$ cat config.mk
export PLATFORM = sky130hd
export DESIGN_NAME = character_action_controller
export DESIGN_NICKNAME = d
export VERILOG_FILES = /design/src/rtl/char_pkg.sv /design/src/rtl/character_tick_counter.sv /design/src/rtl/character_action_controller.sv
export SDC_FILE = /design/constraint.sdc
export NUM_CORES = 1
export LEC_CHECK = 0
export ABC_AREA = 0
export CAP_MARGIN = 20
export CORE_MARGIN = 4
export CORE_UTILIZATION = 60
export CTS_BUF_LIST = sky130_fd_sc_hd__clkbuf_8
export CTS_CLUSTER_DIAMETER = 80
export DETAILED_ROUTE_END_ITERATION = 16
export PLACE_DENSITY = 0.88
export SETUP_SLACK_MARGIN = 0.15
export SYNTH_ARGS = -nofsm -noshare
export SYNTH_HDL_FRONTEND = slang
export SYNTH_HIERARCHICAL = 1
export SYNTH_SLANG_ARGS = --single-unit
$ cat constraint.sdc
create_clock -name sys_clk -period 7.32 [get_ports sys_clk]
set_input_delay 2.196 -clock sys_clk [delete_from_list [all_inputs] [get_ports sys_clk]]
set_output_delay 2.196 -clock sys_clk [all_outputs]
set_load 0.02 [all_outputs]
$ cat src/rtl/char_pkg.sv
// Shared encodings for the character action bus, jump direction and facing.
package char_pkg;

  typedef enum logic [2:0] {
    ST_IDLE           = 3'd0,
    ST_LEFT           = 3'd1,
    ST_RIGHT          = 3'd2,
    ST_CHARGE         = 3'd3,
    ST_JUMP           = 3'd4,
    ST_COLLISION      = 3'd5,
    ST_FALL_TO_GROUND = 3'd6,
    ST_HOLD           = 3'd7
  } char_state_e;

  typedef enum logic [1:0] {
    JDIR_VERT  = 2'd0,
    JDIR_LEFT  = 2'd1,
    JDIR_RIGHT = 2'd2
  } jump_dir_e;

  typedef enum logic {
    FACE_RIGHT = 1'b0,
    FACE_LEFT  = 1'b1
  } face_dir_e;

  // Exactly one of left/right held selects a side; both or neither is vertical.
  function automatic jump_dir_e lr_to_jump_dir(input logic left, input logic right);
    if (left && !right) return JDIR_LEFT;
    if (right && !left) return JDIR_RIGHT;
    return JDIR_VERT;
  endfunction

endpackage

$ cat src/rtl/character_tick_counter.sv
// Tick-enabled up counter with priority clear, saturation at MAX and a flag
// that is high when the next enabled tick reaches MAX.
module character_tick_counter #(
  parameter int unsigned MAX   = 32,
  parameter int unsigned WIDTH = $clog2(MAX + 1)
) (
  input  logic             clk_i,
  input  logic             rst_i,
  input  logic             tick_i,
  input  logic             clr_i,
  output logic [WIDTH-1:0] count_o,
  output logic             last_c_o
);

  logic [WIDTH-1:0] count_q;
  logic [WIDTH-1:0] count_d;

  always_comb begin
    count_d = count_q;
    if (clr_i) begin
      count_d = '0;
    end else if (tick_i && (count_q != WIDTH'(MAX))) begin
      count_d = count_q + WIDTH'(1);
    end
  end

  always_ff @(posedge clk_i) begin
    if (rst_i) begin
      count_q <= '0;
    end else begin
      count_q <= count_d;
    end
  end

  assign count_o  = count_q;
  assign last_c_o = (count_q >= WIDTH'(MAX - 1));

endmodule

$ cat src/rtl/character_action_controller.sv
// Player action sequencer: grounded dispatch, jump charge, airborne tracking,
// landing lockout, and the one-shot jump request to physics.
module character_action_controller
  import char_pkg::*;
#(
  parameter int          SIGNED_PHY_WIDTH = 17,
  parameter int          MAX_VEL_Y        = 10,
  parameter int unsigned MAX_CHARGE       = 32,
  parameter int unsigned CHARGE_WIDTH     = $clog2(MAX_CHARGE + 1),
  parameter int unsigned HOLD_TIME        = 64
) (
  input  logic                               sys_clk,
  input  logic                               sys_rst,
  input  logic                               character_clk,
  input  logic                               btn_left,
  input  logic                               btn_right,
  input  logic                               btn_jump,
  input  logic                               on_ground,
  input  logic                               collide,
  input  logic signed [SIGNED_PHY_WIDTH-1:0] vel_y,
  output logic [2:0]                         char_state,
  output logic [CHARGE_WIDTH-1:0]            charge_level,
  output logic                               jump_req,
  output logic [1:0]                         jump_dir,
  output logic                               face_dir
);

  localparam int unsigned HOLD_WIDTH = $clog2(HOLD_TIME + 1);
  localparam logic signed [SIGNED_PHY_WIDTH-1:0] HARD_LAND =
    SIGNED_PHY_WIDTH'(-(MAX_VEL_Y >>> 2));

  char_state_e                         state_q, state_d;
  face_dir_e                           face_q, face_d;
  jump_dir_e                           jdir_q, jdir_d;
  logic                                jreq_q, jreq_d;
  logic                                armed_q, armed_d;
  logic signed [SIGNED_PHY_WIDTH-1:0]  peak_q, peak_d;

  logic                    charge_clr, charge_last;
  logic                    hold_last;
  logic [HOLD_WIDTH-1:0]   hold_count;

  // Next-state and registered-output decisions, evaluated only on ticks.
  always_comb begin
    state_d    = state_q;
    face_d     = face_q;
    jdir_d     = jdir_q;
    jreq_d     = 1'b0;
    armed_d    = armed_q;
    peak_d     = peak_q;
    charge_clr = 1'b0;
    if (character_clk) begin
      if (!btn_jump) armed_d = 1'b1;
      unique case (state_q)
        ST_IDLE, ST_LEFT, ST_RIGHT: begin
          if (!on_ground) begin
            state_d = ST_JUMP;
          end else if (btn_jump && armed_q) begin
            state_d    = ST_CHARGE;
            charge_clr = 1'b1;
          end else if (btn_left ^ btn_right) begin
            state_d = btn_left ? ST_LEFT : ST_RIGHT;
            face_d  = btn_left ? FACE_LEFT : FACE_RIGHT;
          end else begin
            state_d = ST_IDLE;
          end
        end
        ST_CHARGE: begin
          jdir_d = lr_to_jump_dir(btn_left, btn_right);
          if (!on_ground) begin
            state_d = ST_JUMP;
          end else if (!btn_jump || charge_last) begin
            state_d = ST_JUMP;
            jreq_d  = 1'b1;
            // A saturated fire with the button still down must not re-charge on landing.
            if (btn_jump) armed_d = 1'b0;
          end
        end
        ST_JUMP: begin
          if (on_ground)    state_d = ST_FALL_TO_GROUND;
          else if (collide) state_d = ST_COLLISION;
        end
        ST_COLLISION: begin
          state_d = on_ground ? ST_FALL_TO_GROUND : ST_JUMP;
        end
        ST_FALL_TO_GROUND: begin
          state_d = (peak_q < HARD_LAND) ? ST_HOLD : ST_IDLE;
        end
        ST_HOLD: begin
          if (!on_ground)     state_d = ST_JUMP;
          else if (hold_last) state_d = ST_IDLE;
        end
        default: state_d = ST_IDLE;
      endcase
      if (state_q == ST_JUMP || state_q == ST_COLLISION) begin
        peak_d = (vel_y < peak_q) ? vel_y : peak_q;
      end else if (state_d == ST_JUMP) begin
        peak_d = '0;
      end
    end
  end

  always_ff @(posedge sys_clk) begin
    if (sys_rst) begin
      state_q <= ST_IDLE;
      face_q  <= FACE_RIGHT;
      jdir_q  <= JDIR_VERT;
      jreq_q  <= 1'b0;
      armed_q <= 1'b1;
      peak_q  <= '0;
    end else begin
      state_q <= state_d;
      face_q  <= face_d;
      jdir_q  <= jdir_d;
      jreq_q  <= jreq_d;
      armed_q <= armed_d;
      peak_q  <= peak_d;
    end
  end

  character_tick_counter #(
    .MAX   (MAX_CHARGE),
    .WIDTH (CHARGE_WIDTH)
  ) u_charge_cnt (
    .clk_i    (sys_clk),
    .rst_i    (sys_rst),
    .tick_i   (character_clk && (state_q == ST_CHARGE)),
    .clr_i    (charge_clr),
    .count_o  (charge_level),
    .last_c_o (charge_last)
  );

  // Hold count runs 0..HOLD_TIME-1 and is cleared on any tick that leaves HOLD.
  character_tick_counter #(
    .MAX   (HOLD_TIME),
    .WIDTH (HOLD_WIDTH)
  ) u_hold_cnt (
    .clk_i    (sys_clk),
    .rst_i    (sys_rst),
    .tick_i   (character_clk && (state_q == ST_HOLD)),
    .clr_i    (character_clk && (state_d != ST_HOLD)),
    .count_o  (hold_count),
    .last_c_o (hold_last)
  );

  assign char_state = state_q;
  assign jump_req   = jreq_q;
  assign jump_dir   = jdir_q;
  assign face_dir   = face_q;

endmodule

==> Flow_metrics.wiki <==
{| class="wikitable"
! Metric !! Value
|-
| Run status || complete, no violations
|-
| Endpoint of the most critical register-to-register path || peak_q[12]
|-
| Sequential fraction of the synthesis area || 0.308
|-
| Clock power share || 0.334
|-
| Number of I/O port buffers || 37
|-
| Number of antenna violations at the first check in global routing || 0
|-
| Max-cap check violation count || 0
|-
| Dominant cell type by area after synthesis || sky130_fd_sc_hd__dfxtp_1
|-
| Post-CTS Hold Buffers || 0
|-
| Latest clock arrival within the worst-skew pair || 0.30 ns
|-
| Static leakage || 1.14 nW
|-
| HPWL Detailed || 3760 um
|-
| CP Class || in2reg
|-
| Cells after synthesis || 294
|-
| Cell types occupying the most area after synthesis || sky130_fd_sc_hd__dfxtp_1 (31%), sky130_fd_sc_hd__ha_1 (12%), sky130_fd_sc_hd__mux2i_1 (9.7%)
|-
| Adder-cell area share of the yosys netlist || 0.121
|-
| Tot Pwr || 440 uW
|-
| Fraction of registers with async set/reset || 0
|-
| Top-level I/O count || 38
|-
| Via Count || 2125
|-
| Average vias per placed instance || 5.59
|-
| Fraction of power consumed by sequential logic || 0.490
|-
| Clock tree skew after final layout || 0.00584 ns
|-
| Unique cell type count in the Yosys netlist || 48
|-
| Maximum count of clock buffers along a single path || 2
|-
| Synth-to-layout area growth || 19.8%
|-
| Clk root buf || sky130_fd_sc_hd__clkbuf_8
|-
| Number of clock buffers inserted by TritonCTS || 5
|-
| Final sum of negative setup slack || 0 ns
|-
| Data required time at the worst endpoint || 7.51 ns
|-
| Cell row count || 23
|-
| Worst min-delay path startpoint || peak_q[0]
|-
| Unrepaired setup endpoints after global routing || no
|-
| Total length of routed wires || 4940 um
|-
| Starting DRT DRC Count || 63
|-
| Reg2Reg Depth || 9
|-
| Total GRT Usage || 0.208
|-
| Synthesized flop and latch total || 38
|-
| Total DRC errors in the routed layout || 0
|-
| Antenna Cells || 0
|-
| Count of final max-slew check failures || 0
|-
| Filler Cells Inserted || 309
|-
| Hold Fails Final Rpt || 0
|-
| Number of global-route vias before repair || 2007
|-
| Achievable frequency || 223 MHz
|-
| Total overflow reported by the global router || 0
|-
| Switching share of power || 0.265
|-
| Worst r2r src || u_charge_cnt/count_o[0]
|-
| Pwr/cell area || 148 mW/mm2
|-
| Hold path cells || 2
|-
| Average cell area after synthesis || 8.41 um2
|-
| NetSw || 116 uW
|-
| Relative slew margins || 0.267
|-
| Post-synth top area share || 0.308
|-
| Clock period minus worst slack || 4.48 ns
|-
| Slew of the pin with the lowest slew margin || 1.09 ns
|-
| Share of power burned in combinational logic || 0.176
|-
| Placed cell count || 371
|-
| Share of synthesized area spent on multiplexers || 0.102
|-
| Ranking of synthesized cells by instance count || sky130_fd_sc_hd__dfxtp_1 (38), sky130_fd_sc_hd__nand2_1 (36), sky130_fd_sc_hd__inv_1 (29)
|-
| Maximum vdd ir drop || 0.0000770 V
|-
| Simple-Gate Fraction of Synth Area || 0.256
|-
| Internal power summed over all cells || 323 uW
|-
| Worst reg2reg setup slack || 4.65 ns
|-
| Die span in y || 72.2 um
|-
| Worst min-delay path category || reg2reg
|-
| Post-route insts no fill || 380
|-
| CTS resizes || 0
|-
| Number of nets at the end of the flow || 378
|-
| Area of the core || 0.00400 mm2
|-
| Clock transition at the registers of the reported paths || 0.07 ns
|-
| Xor/xnor share of the synthesized area || 0.0212
|-
| Total number of clock tree sinks || 38
|-
| H-tree level count || 2
|-
| EDFF count, synth || 0
|-
| Element type at the critical path end || flop
|-
| Yosys synthesis warning count || 6
|-
| Width of the die || 72.2 um
|-
| Complex-gate fraction of the synthesized area || 0.122
|-
| Post-synth top flop || sky130_fd_sc_hd__dfxtp_1
|-
| Largest family of logic cells by synthesized area || simple AND/OR/NAND/NOR gates
|-
| Worst Setup Start Kind || input port
|-
| Wire length of the first global-routing pass || 8680 um
|-
| Most used standard cell by instance count after synthesis || sky130_fd_sc_hd__dfxtp_1
|-
| Data arrival time of the worst path || 4.67 ns
|-
| TritonCTS clock tree || built
|-
| Synthesized Nets || 343
|-
| Detail Route Antenna Nets || 0
|-
| Fraction of the cycle the final worst path needs || 0.612
|-
| Drt wl/cell || 13.0 um
|-
| Post-Syn Area || 0.00247 mm2
|-
| Routability congestion estimate || 0.789
|-
| Pin count of the biggest net entering global routing || 31
|-
| Initial Util || 0.618
|-
| Critical path peak fanout || 11
|-
| Setup repair bufs after CTS || 0
|-
| End point of the worst hold path || peak_q[0]
|-
| Area of the die || 0.00521 mm2
|-
| 1st-pass router iterations || 4
|-
| Proportion of layout cells with a drive suffix above 1 || 0.0636
|-
| Number of endpoints failing setup at the final stage || 0
|}
==> state kept, by name, indices dropped and copies added (netlist names) <==
signal and flops:
u_charge_cnt/count_o 6, u_hold_cnt/count_o 7, peak_q 17, jump_req 1, char_state 3, armed_q 1
jump_dir 2, face_dir 1
==> logic make-up after synthesis <==
kind of cell | after synthesis
adder cells (fa/ha/maj) | 24
XOR/XNOR | 6
flip-flops | 38
buffers and inverters | 40
multiplexers | 25
AO/OA/AOI/OAI | 43
AND/OR/NAND/NOR | 118
==> final cells by class <==
class / instances / area, um2 / area share
multi-input combinational: 216 / 1550 / 0.523
sequential: 38 / 761 / 0.257
tap: 50 / 62.6 / 0.0211
clock inverter: 2 / 8.76 / 0.00296
timing repair buffer: 39 / 389 / 0.131
inverter: 29 / 109 / 0.0367
clock buffer: 6 / 82.6 / 0.0279
==> worst max-delay path, cell delays in order <==
cell and delay, ns:
sky130_fd_sc_hd__clkdlybuf4s50_1 0.43, sky130_fd_sc_hd__ha_1 0.34, sky130_fd_sc_hd__a21oi_1 0.16, sky130_fd_sc_hd__nor2b_1 0.07
sky130_fd_sc_hd__or4_1 0.52, sky130_fd_sc_hd__a2111oi_4 0.34, sky130_fd_sc_hd__o22ai_2 0.25, sky130_fd_sc_hd__buf_6 0.23
sky130_fd_sc_hd__mux2i_1 0.12
==> power groups by stage <==
stage | clock network, mW | logic (mW) | registers, mW
floorplan | 0 | 0.0524 | 0.219
global placement | 0 | 0.0755 | 0.220
detailed placement | 0 | 0.0767 | 0.220
CTS | 0.151 | 0.0772 | 0.215
global route | 0.159 | 0.0860 | 0.216
finish | 0.147 | 0.0776 | 0.215
==> cells in the final DEF, fill, tap and decap left out, drive strengths merged, types with 6 or more instances in the layout <==
cell type,count
nand2b,17
mux2i,24
nand4,10
dfxtp,38
clkdlybuf4s50,37
clkbuf,6
a21oi,16
nand2,36
o21ai,6
nor2,19
ha,24
inv,30
nand3,9
==> through the flow <==
stage / hold slack (ns) / area, um2 / setup WS [ns] / util
floorplan: 0.452 / 2470 / 3.15 / -
global placement: 0.464 / 2860 / 2.42 / 0.715
detailed placement: 0.477 / 2860 / 2.40 / 0.715
CTS: 0.488 / 2950 / 2.71 / 0.738
global route: 0.520 / 2960 / 2.71 / 0.741
finish: 0.480 / 2960 / 2.84 / 0.741
==> routing by layer <==
layer  track usage  part of all wire
met2         0.345              0.48
met1         0.256              0.45
met5             0                 0
met3        0.0499             0.053
met4        0.0939             0.020
==> worst max-delay path by stage <==
stage | start | endpoint | slack (ns) | cells after the start
detailed placement | vel_y[8] | peak_q[12] | 2.40 | 7
global route | vel_y[11] | peak_q[3] | 2.71 | 9
finish | vel_y[11] | peak_q[12] | 2.84 | 9
CTS | vel_y[8] | peak_q[10] | 2.71 | 7
global placement | vel_y[8] | peak_q[0] | 2.42 | 7
floorplan | vel_y[11] | peak_q[10] | 3.15 | 9
Power figures use the tool's default switching activity.
